## src/rtl/sign_extend_2_if.sv

```systemverilog
// sign_extend_2_if: immediate, control and result signals of the immediate extender
interface sign_extend_2_if #(
    parameter int IN_W  = 4,
    parameter int OUT_W = 16
);
    logic [IN_W-1:0]  in_buf;
    logic             ext_mode;
    logic [1:0]       scale;
    logic             valid_in;
    logic             stall;
    logic [OUT_W-1:0] out_m8;
    logic [OUT_W-1:0] out_m8_q;
    logic             valid_out;

    modport master (
        output in_buf, ext_mode, scale, valid_in, stall,
        input  out_m8, out_m8_q, valid_out
    );

    modport slave (
        input  in_buf, ext_mode, scale, valid_in, stall,
        output out_m8, out_m8_q, valid_out
    );
endinterface

```

## src/rtl/sign_extend_2.sv

```systemverilog
// sign_extend_2: widens an immediate (zero/sign extension plus left scale) with a registered, valid-qualified copy
module sign_extend_2 #(
    parameter int IN_W      = 4,
    parameter int OUT_W     = 16,
    parameter int MAX_SHIFT = 3
) (
    input logic           clk,
    input logic           rst_n,
    sign_extend_2_if.slave bus
);
    logic             fill;
    logic [1:0]       shamt;
    logic [OUT_W-1:0] ext;
    logic [OUT_W-1:0] res;
    logic [OUT_W-1:0] res_q;
    logic             vld_q;

    // extend with zero or the immediate's msb, then scale by the clamped shift amount
    always_comb begin
        fill  = bus.ext_mode & bus.in_buf[IN_W-1];
        shamt = (int'(bus.scale) > MAX_SHIFT) ? 2'(MAX_SHIFT) : bus.scale;
        ext   = {{(OUT_W-IN_W){fill}}, bus.in_buf};
        res   = ext << shamt;
    end

    // pipeline copy: captured every unstalled edge regardless of valid_in, frozen while stalled
    always_ff @(posedge clk or negedge rst_n) begin
        if (!rst_n) begin
            res_q <= '0;
            vld_q <= 1'b0;
        end else if (!bus.stall) begin
            res_q <= res;
            vld_q <= bus.valid_in;
        end
    end

    assign bus.out_m8    = res;
    assign bus.out_m8_q  = res_q;
    assign bus.valid_out = vld_q;
endmodule

```

## src/flat_wrapper.sv

```systemverilog
// flat-port wrapper written by rule: the top's interface ports become plain ports
module sign_extend_2_flat 
#(
    parameter int IN_W      = 4,
    parameter int OUT_W     = 16,
    parameter int MAX_SHIFT = 3
)
  (clk, rst_n, bus_in_buf, bus_ext_mode, bus_scale, bus_valid_in, bus_stall, bus_out_m8, bus_out_m8_q, bus_valid_out);
  sign_extend_2_if #(.IN_W(IN_W), .OUT_W(OUT_W)) bus_i ();
  input logic clk;
  input logic rst_n;
  input wire logic [$bits(bus_i.in_buf)-1:0] bus_in_buf;
  input wire logic [$bits(bus_i.ext_mode)-1:0] bus_ext_mode;
  input wire logic [$bits(bus_i.scale)-1:0] bus_scale;
  input wire logic [$bits(bus_i.valid_in)-1:0] bus_valid_in;
  input wire logic [$bits(bus_i.stall)-1:0] bus_stall;
  output wire logic [$bits(bus_i.out_m8)-1:0] bus_out_m8;
  output wire logic [$bits(bus_i.out_m8_q)-1:0] bus_out_m8_q;
  output wire logic [$bits(bus_i.valid_out)-1:0] bus_valid_out;
  assign bus_i.in_buf = bus_in_buf;
  assign bus_i.ext_mode = bus_ext_mode;
  assign bus_i.scale = bus_scale;
  assign bus_i.valid_in = bus_valid_in;
  assign bus_i.stall = bus_stall;
  assign bus_out_m8 = bus_i.out_m8;
  assign bus_out_m8_q = bus_i.out_m8_q;
  assign bus_valid_out = bus_i.valid_out;
  sign_extend_2 #(.IN_W(IN_W), .OUT_W(OUT_W), .MAX_SHIFT(MAX_SHIFT)) u_core (.clk(clk), .rst_n(rst_n), .bus(bus_i));
endmodule
```

## config.mk

```make
export PLATFORM = sky130hd
export DESIGN_NAME = sign_extend_2_flat
export DESIGN_NICKNAME = d
export VERILOG_FILES = /design/src/rtl/sign_extend_2_if.sv /design/src/rtl/sign_extend_2.sv /design/src/flat_wrapper.sv
export SDC_FILE = /design/constraint.sdc
export NUM_CORES = 1
export LEC_CHECK = 0
export CELL_PAD_IN_SITES_DETAIL_PLACEMENT = 2
export CELL_PAD_IN_SITES_GLOBAL_PLACEMENT = 2
export CORE_UTILIZATION = 16
export CTS_BUF_LIST = sky130_fd_sc_hd__clkbuf_16
export DETAILED_ROUTE_END_ITERATION = 8
export HOLD_SLACK_MARGIN = 0.08
export PLACE_DENSITY = 0.75
export SYNTH_ARGS = -nofsm -noshare
export SYNTH_HDL_FRONTEND = slang
export SYNTH_SLANG_ARGS = --single-unit
```

## constraint.sdc

```tcl
create_clock -name clk -period 1.7 [get_ports clk]
set_input_delay 0.51 -clock clk [delete_from_list [all_inputs] [get_ports clk]]
set_output_delay 0.51 -clock clk [all_outputs]
set_load 0.03 [all_outputs]
```

==> flow_summary.toml, run 1 <==
[cells_and_area]
mostFrequentLayoutCell = "buf_4"
final_cell_mix = "20 x buf_4, 17 x dlygate4sd2_1, 13 x buf_6"
antennaDiodeCount = 0
drive_above_1_share_pct = 62.00
layoutNonFillerInstCount = 146
syn_to_final_growth_pct = 100.8
num-fill-cells = 386
nNetsFinal = 112

[power_and_ir_drop]
combPwrFrac_pct = 38.0
clockPowerShare_pct = 38.3
p_leak_uw = 0.0005900
power.switching_uw = 343.3
p_int_uw = 718.8
p_seq_share_pct = 23.8
powerDensity_mw_per_mm2 = 882.4
worst_ir_drop_vdd_v = 0.0004980
total_power_uw = 1062
p_sw_share_pct = 32.32

[sta]
slew_headroom_pct = 69.77
hold_viol = 0
timing.final.crit_share_pct = 108.3
hold_ws_ns = 0.4914
tns_ns = -0.5217
skew_ns = 0
slew_viol_final = 0
rsz0062_at_grt = "true"
worstMarginPinSlew_ns = 0.4520
setup_viol_count_final = 6
fmax_mhz = 543.2
min_period_ns = 1.841
setup_ws_ns = -0.1411

[run_status]
run_status = "finished, violations left"
failed_checks = "negative setup slack"

[worst_setup_path]
r2r_setup_slack_ns = 0.87
worstSetupPathType = "in -> out"
slowest_stage = "mux2_4"
cp_cell_sequence = "buf_8, mux2_4, mux2_4, buf_6"
rr_startpoint = "u_core.bus.out_m8_q[14]$_DFFE_PN0N_"
cp-end-kind = "output pin"
timing.rr.end = "u_core.bus.out_m8_q[14]$_DFFE_PN0N_"
r2r_cells = 1
cp.arrival_ns = 1.33
crit_path_frequent_cell = "mux2_4"
critical_path_buf_inv_count = 2
critPathTopFamily = "multiplexers"
worstPathRequired_ns = 1.19
cp-start-kind = "input port"
crit_path_max_fanout = 2
critPathMaxStageDelay_ns = 0.30
cp.depth = 4

[clock_network]
cts.sinks = 9
root_buffer = "clkbuf_16"
cts_tree = "yes"
clk_latency_ns = 0.23
htreeDepth = 1
cts.path.max_buffers = 2
cts_buffers = 3
clk_pin_slew_ns = 0.04
cts-hold-fix-buffers = 0

[synth]
synth-seq-cells = 9
syn-num-nets = 67
synth_warnings = 0
synth_cells = 56
synthesis.area_um2 = 599.3
yosysUniqueCellTypes = 19
syn_area_per_cell_um2 = 10.70
seq_area_frac_synth_pct = 37.58

[drt]
drt_iter0_drc = 3
drc = 0
drt_pass1_iterations = 4
wl_per_cell_um = 13.65
vias = 562
via_per_inst = 3.849
ant_nets = 0
wl_um = 1993

[worst_hold_path]
hold_path.class = "reg -> reg"
min_to = "u_core.bus.out_m8_q[1]$_DFFE_PN0N_"
hold_depth = 2
min-delay-start = "u_core.bus.out_m8_q[1]$_DFFE_PN0N_"

[global_routing]
grt_pass1_vias = 613
grt_usage_pct = 10.59
grt_pass1_wl_um = 3146
grt_max_degree = 11
antenna_found_initial = 0
grt_overflow = 0

[placement]
gp_congestion = 0.6988
numPortBuffers = 43
dp_cells = 134
pre_cts_ws_ns = -1.030

[die]
die_h_um = 63.20
row_count = 21
ios = 44
dieArea_mm2 = 0.003994
start_util_pct = 17.28
die-width_um = 63.20
core_area_mm2 = 0.003468

[run]
maxCapViolCount = 0
-- sequential cells by signal, indices dropped and copies added (netlist names) --
name                  count
u_core.bus.out_m8_q       8
u_core.bus.valid_out      1
-- how the worst max path moves through the flow --
stage	startpoint	end	slack [ns]
4_1_cts	bus_scale[0]	bus_out_m8[5]	-0.13
3_3_place_gp	bus_scale[0]	bus_out_m8[5]	-1.00
2_1_floorplan	bus_scale[0]	bus_out_m8[2]	-0.05
3_5_place_dp	bus_scale[0]	bus_out_m8[5]	-1.03
6_report	bus_scale[0]	bus_out_m8[5]	-0.14
5_1_grt	bus_scale[0]	bus_out_m8[5]	-0.15
-- logic make-up (layout without fill, tap and decap cells) --
group           Yosys count  count (layout)  share of synthesized area (%)
compound gates            6               6                          6.055
buf+inv                  20              64                          24.63
flops                     9               9                          37.58
mux                      12              12                          23.80
simple gates              9               9                          7.934
-- cell usage after synthesis --
| library cell | number | area, µm² |
|---|---|---|
| clkinv_1 | 1 | 3.750 |
| nand2_1 | 1 | 3.750 |
| buf_4 | 17 | 127.6 |
| and2_1 | 1 | 6.260 |
| nand3b_1 | 1 | 7.510 |
| o21ai_0 | 2 | 10.01 |
| a21oi_1 | 2 | 10.01 |
| nor2_1 | 3 | 11.26 |
| nor3_1 | 1 | 5.000 |
| buf_2 | 1 | 5.000 |
| buf_6 | 1 | 11.26 |
| a311oi_1 | 1 | 8.760 |
| mux2_2 | 6 | 67.56 |
| mux2i_1 | 3 | 30.03 |
| nor2b_1 | 1 | 6.260 |
| o31ai_1 | 1 | 7.510 |
| nor3b_1 | 1 | 7.510 |
| dfrtp_1 | 9 | 225.2 |
| mux2_4 | 3 | 45.04 |
-- power by group through the flow --
| stage | combinational, µW | clock [µW] | sequential [µW] |
|---|---|---|---|
| detailed placement | 379 | 0 | 257 |
| floorplan | 193 | 0 | 303 |
| CTS | 400 | 422 | 253 |
| finish | 403 | 406 | 252 |
| global route | 424 | 429 | 256 |
| global placement | 372 | 0 | 256 |
-- metrics by stage --
stage,instance area [µm²],util [%]
final,1204,34.70
after global routing,1204,34.70
after CTS,1187,34.24
after detailed placement,983.4,28.36
after global placement,983.4,28.36
after floorplan,618.1,-
-- timing repair --
| action | CTS | global route |
|---|---|---|
| setup endpoints to repair | 36 | 7 |
| setup buffers | 6 | 2 |
| pin swaps | 5 | 3 |
| gates resized for setup | 87 | 3 |
-- cell type report --
class,count,area (µm²),area share [%]
Timing Repair Buffer,59,531.8,44.18
Multi-Input combinational cell,27,306.5,25.47
Sequential cell,9,225.2,18.71
Clock buffer,3,75.07,6.237
Tap cell,46,57.56,4.782
Clock inverter,1,3.754,0.3119
Inverter,1,3.754,0.3119
-- routing by layer --
layer	part of all wire, %	up-vias	wire [µm]	track usage, %
li1	-	261	-	-
met1	35	268	707	10.15
met2	53	33	1057	19.76
met3	11	0	229	5.978
met4	0	0	0	1.705
met5	0	-	0	0
No activity file was read; power rests on OpenSTA's default activity.
==> run 2, diff against run 1 <==
- CORE_MARGIN: unset -> 2
- GPL_TIMING_DRIVEN: unset -> 0
- PLACE_DENSITY: 0.75 -> 0.71
==> run 2 against run 1 <==
Compared with the run above:
- the flow still finishes with violations (negative setup slack)
- core utilization increased by 0.42 points
- clock power about the same
- clock skew unchanged
- non-clock buffer count increased by 12
- die area increased by 6.4%
- combinational power increased by 7.9%
- sequential share of layout area decreased by 0.97 points
- sequential cell count unchanged
==> flow_summary.toml, run 2 (synthesis results as in run 1) <==
[cells_and_area]
utilization_pct = 35.12
regArea_um2 = 226.5
multi_input_area_um2 = 304.0
drive_above_1_share_pct = 71.68
num-fill-cells = 424
syn_to_final_growth_pct = 112.9
nNetsFinal = 125
mostFrequentLayoutCell = "buf_4"
final_cell_mix = "31 x buf_4, 13 x buf_6, 9 x dlygate4sd2_1"
largest_reg_flops = 8
antennaDiodeCount = 0

[clock_network]
cts_buffers = 3
root_buffer = "clkbuf_16"
cts.sinks = 9
cts_tree = "yes"
clk_latency_ns = 0.23
clk_pin_slew_ns = 0.04
cts.path.max_buffers = 2
cts-hold-fix-buffers = 0
htreeDepth = 1

[drt]
vias = 620
via_per_inst = 3.851
ant_nets = 0
wl_per_cell_um = 14.63
drc = 0
drt_pass1_iterations = 2
wl_um = 2355
drt_iter0_drc = 2

[sta]
setup_ws_ns = -0.1491
slew_headroom_pct = 70.32
timing.final.crit_share_pct = 108.8
skew_ns = 0
worstMarginPinSlew_ns = 0.4438
hold_ws_ns = 0.4958
hold_viol = 0
slew_viol_final = 0
min_period_ns = 1.849
rsz0062_at_grt = "true"
setup_viol_count_final = 7
fmax_mhz = 540.8

[worst_hold_path]
min_to = "u_core.bus.out_m8_q[1]$_DFFE_PN0N_"
hold_depth = 2
hold_path.class = "reg -> reg"
min-delay-start = "u_core.bus.out_m8_q[1]$_DFFE_PN0N_"

[worst_setup_path]
timing.rr.end = "u_core.bus.out_m8_q[14]$_DFFE_PN0N_"
rr_startpoint = "u_core.bus.out_m8_q[14]$_DFFE_PN0N_"
setup.worst_path.start = "bus_scale[0]"
worstSetupPathType = "in -> out"
cp.arrival_ns = 1.34
r2r_cells = 1
worstPathRequired_ns = 1.19
crit_path_max_fanout = 4
cp-end-kind = "output pin"
r2r_setup_slack_ns = 0.86
cp-start-kind = "input port"

[placement]
gp_congestion = 0.6649
dpl.hpwl_um = 1608
pre_cts_ws_ns = -1.146
numPortBuffers = 42

[global_routing]
grt_pass1_wl_um = 3629
grt_pass1_vias = 673
grt_usage_pct = 11.27
antenna_found_initial = 0
grt_max_degree = 11
grt_overflow = 0

[die]
core_area_mm2 = 0.003633
die_h_um = 65.20
ios = 44
dieArea_mm2 = 0.004251
row_count = 22
start_util_pct = 16.49
die-width_um = 65.20

[power_and_ir_drop]
p_leak_uw = 0.0006370
worst_ir_drop_vdd_v = 0.0005586
total_power_uw = 1093
powerDensity_mw_per_mm2 = 856.6

[run_status]
run_status = "finished, violations left"
failed_checks = "negative setup slack"

[run]
maxCapViolCount = 0
[run 2: worst max path at each step]
stage                    endpoint  cells past startpoint
finish              bus_out_m8[5]                      4
global route        bus_out_m8[5]                      4
CTS                 bus_out_m8[5]                      4
detailed placement  bus_out_m8[5]                      4
global placement    bus_out_m8[5]                      4
floorplan           bus_out_m8[2]                      3
[run 2: repair_timing]
action / 4_1_cts / 5_1_grt
endpoints found under the setup margin: 34 / 20
pin swaps: 3 / 3
resized for setup: 157 / 25
buffers inserted: 7 / 2
cloned: 2 / 0
[run 2: where the power goes]
group / leakage (µW) / internal, µW / switching, µW
Clock: 0.0000423 / 307 / 96.8
Sequential: 0.000110 / 239 / 16.0
Combinational: 0.000485 / 197 / 238
Total: 0.000637 / 743 / 350
[run 2: final cells by class]
| class | count | share of cell area, % |
|---|---|---|
| Timing Repair Buffer | 52 | 34.71 |
| Clock buffer | 3 | 5.882 |
| Multi-Input combinational cell | 28 | 23.82 |
| Inverter | 1 | 0.3922 |
| Sequential cell | 9 | 17.75 |
| Tap cell | 48 | 4.706 |
| Clock inverter | 1 | 0.2941 |
| Buffer | 19 | 12.45 |
[run 2: stage by stage]
step,TNS [ns],cell area (µm²),cells
2_1_floorplan,-0.09213,618.1,56
3_3_place_gp,-17.75,1099,146
6_report,-0.6257,1276,161
5_1_grt,-0.8831,1276,161
4_1_cts,-0.5933,1249,159
3_5_place_dp,-18.99,1099,146
[run 2: metal layers]
layer / up-vias / share of wire, % / track usage (%)
met3: 0 / 9.9 / 5.137
met2: 32 / 56 / 21.30
li1: 288 / - / -
met5: - / 0 / 0
met4: 0 / 0 / 0.7813
met1: 300 / 34 / 11.86
[run 2: worst max-delay path: stages]
cell and delay (ns):
buf_12 0.10, mux2_4 0.31, mux2_4 0.27, buf_6 0.14
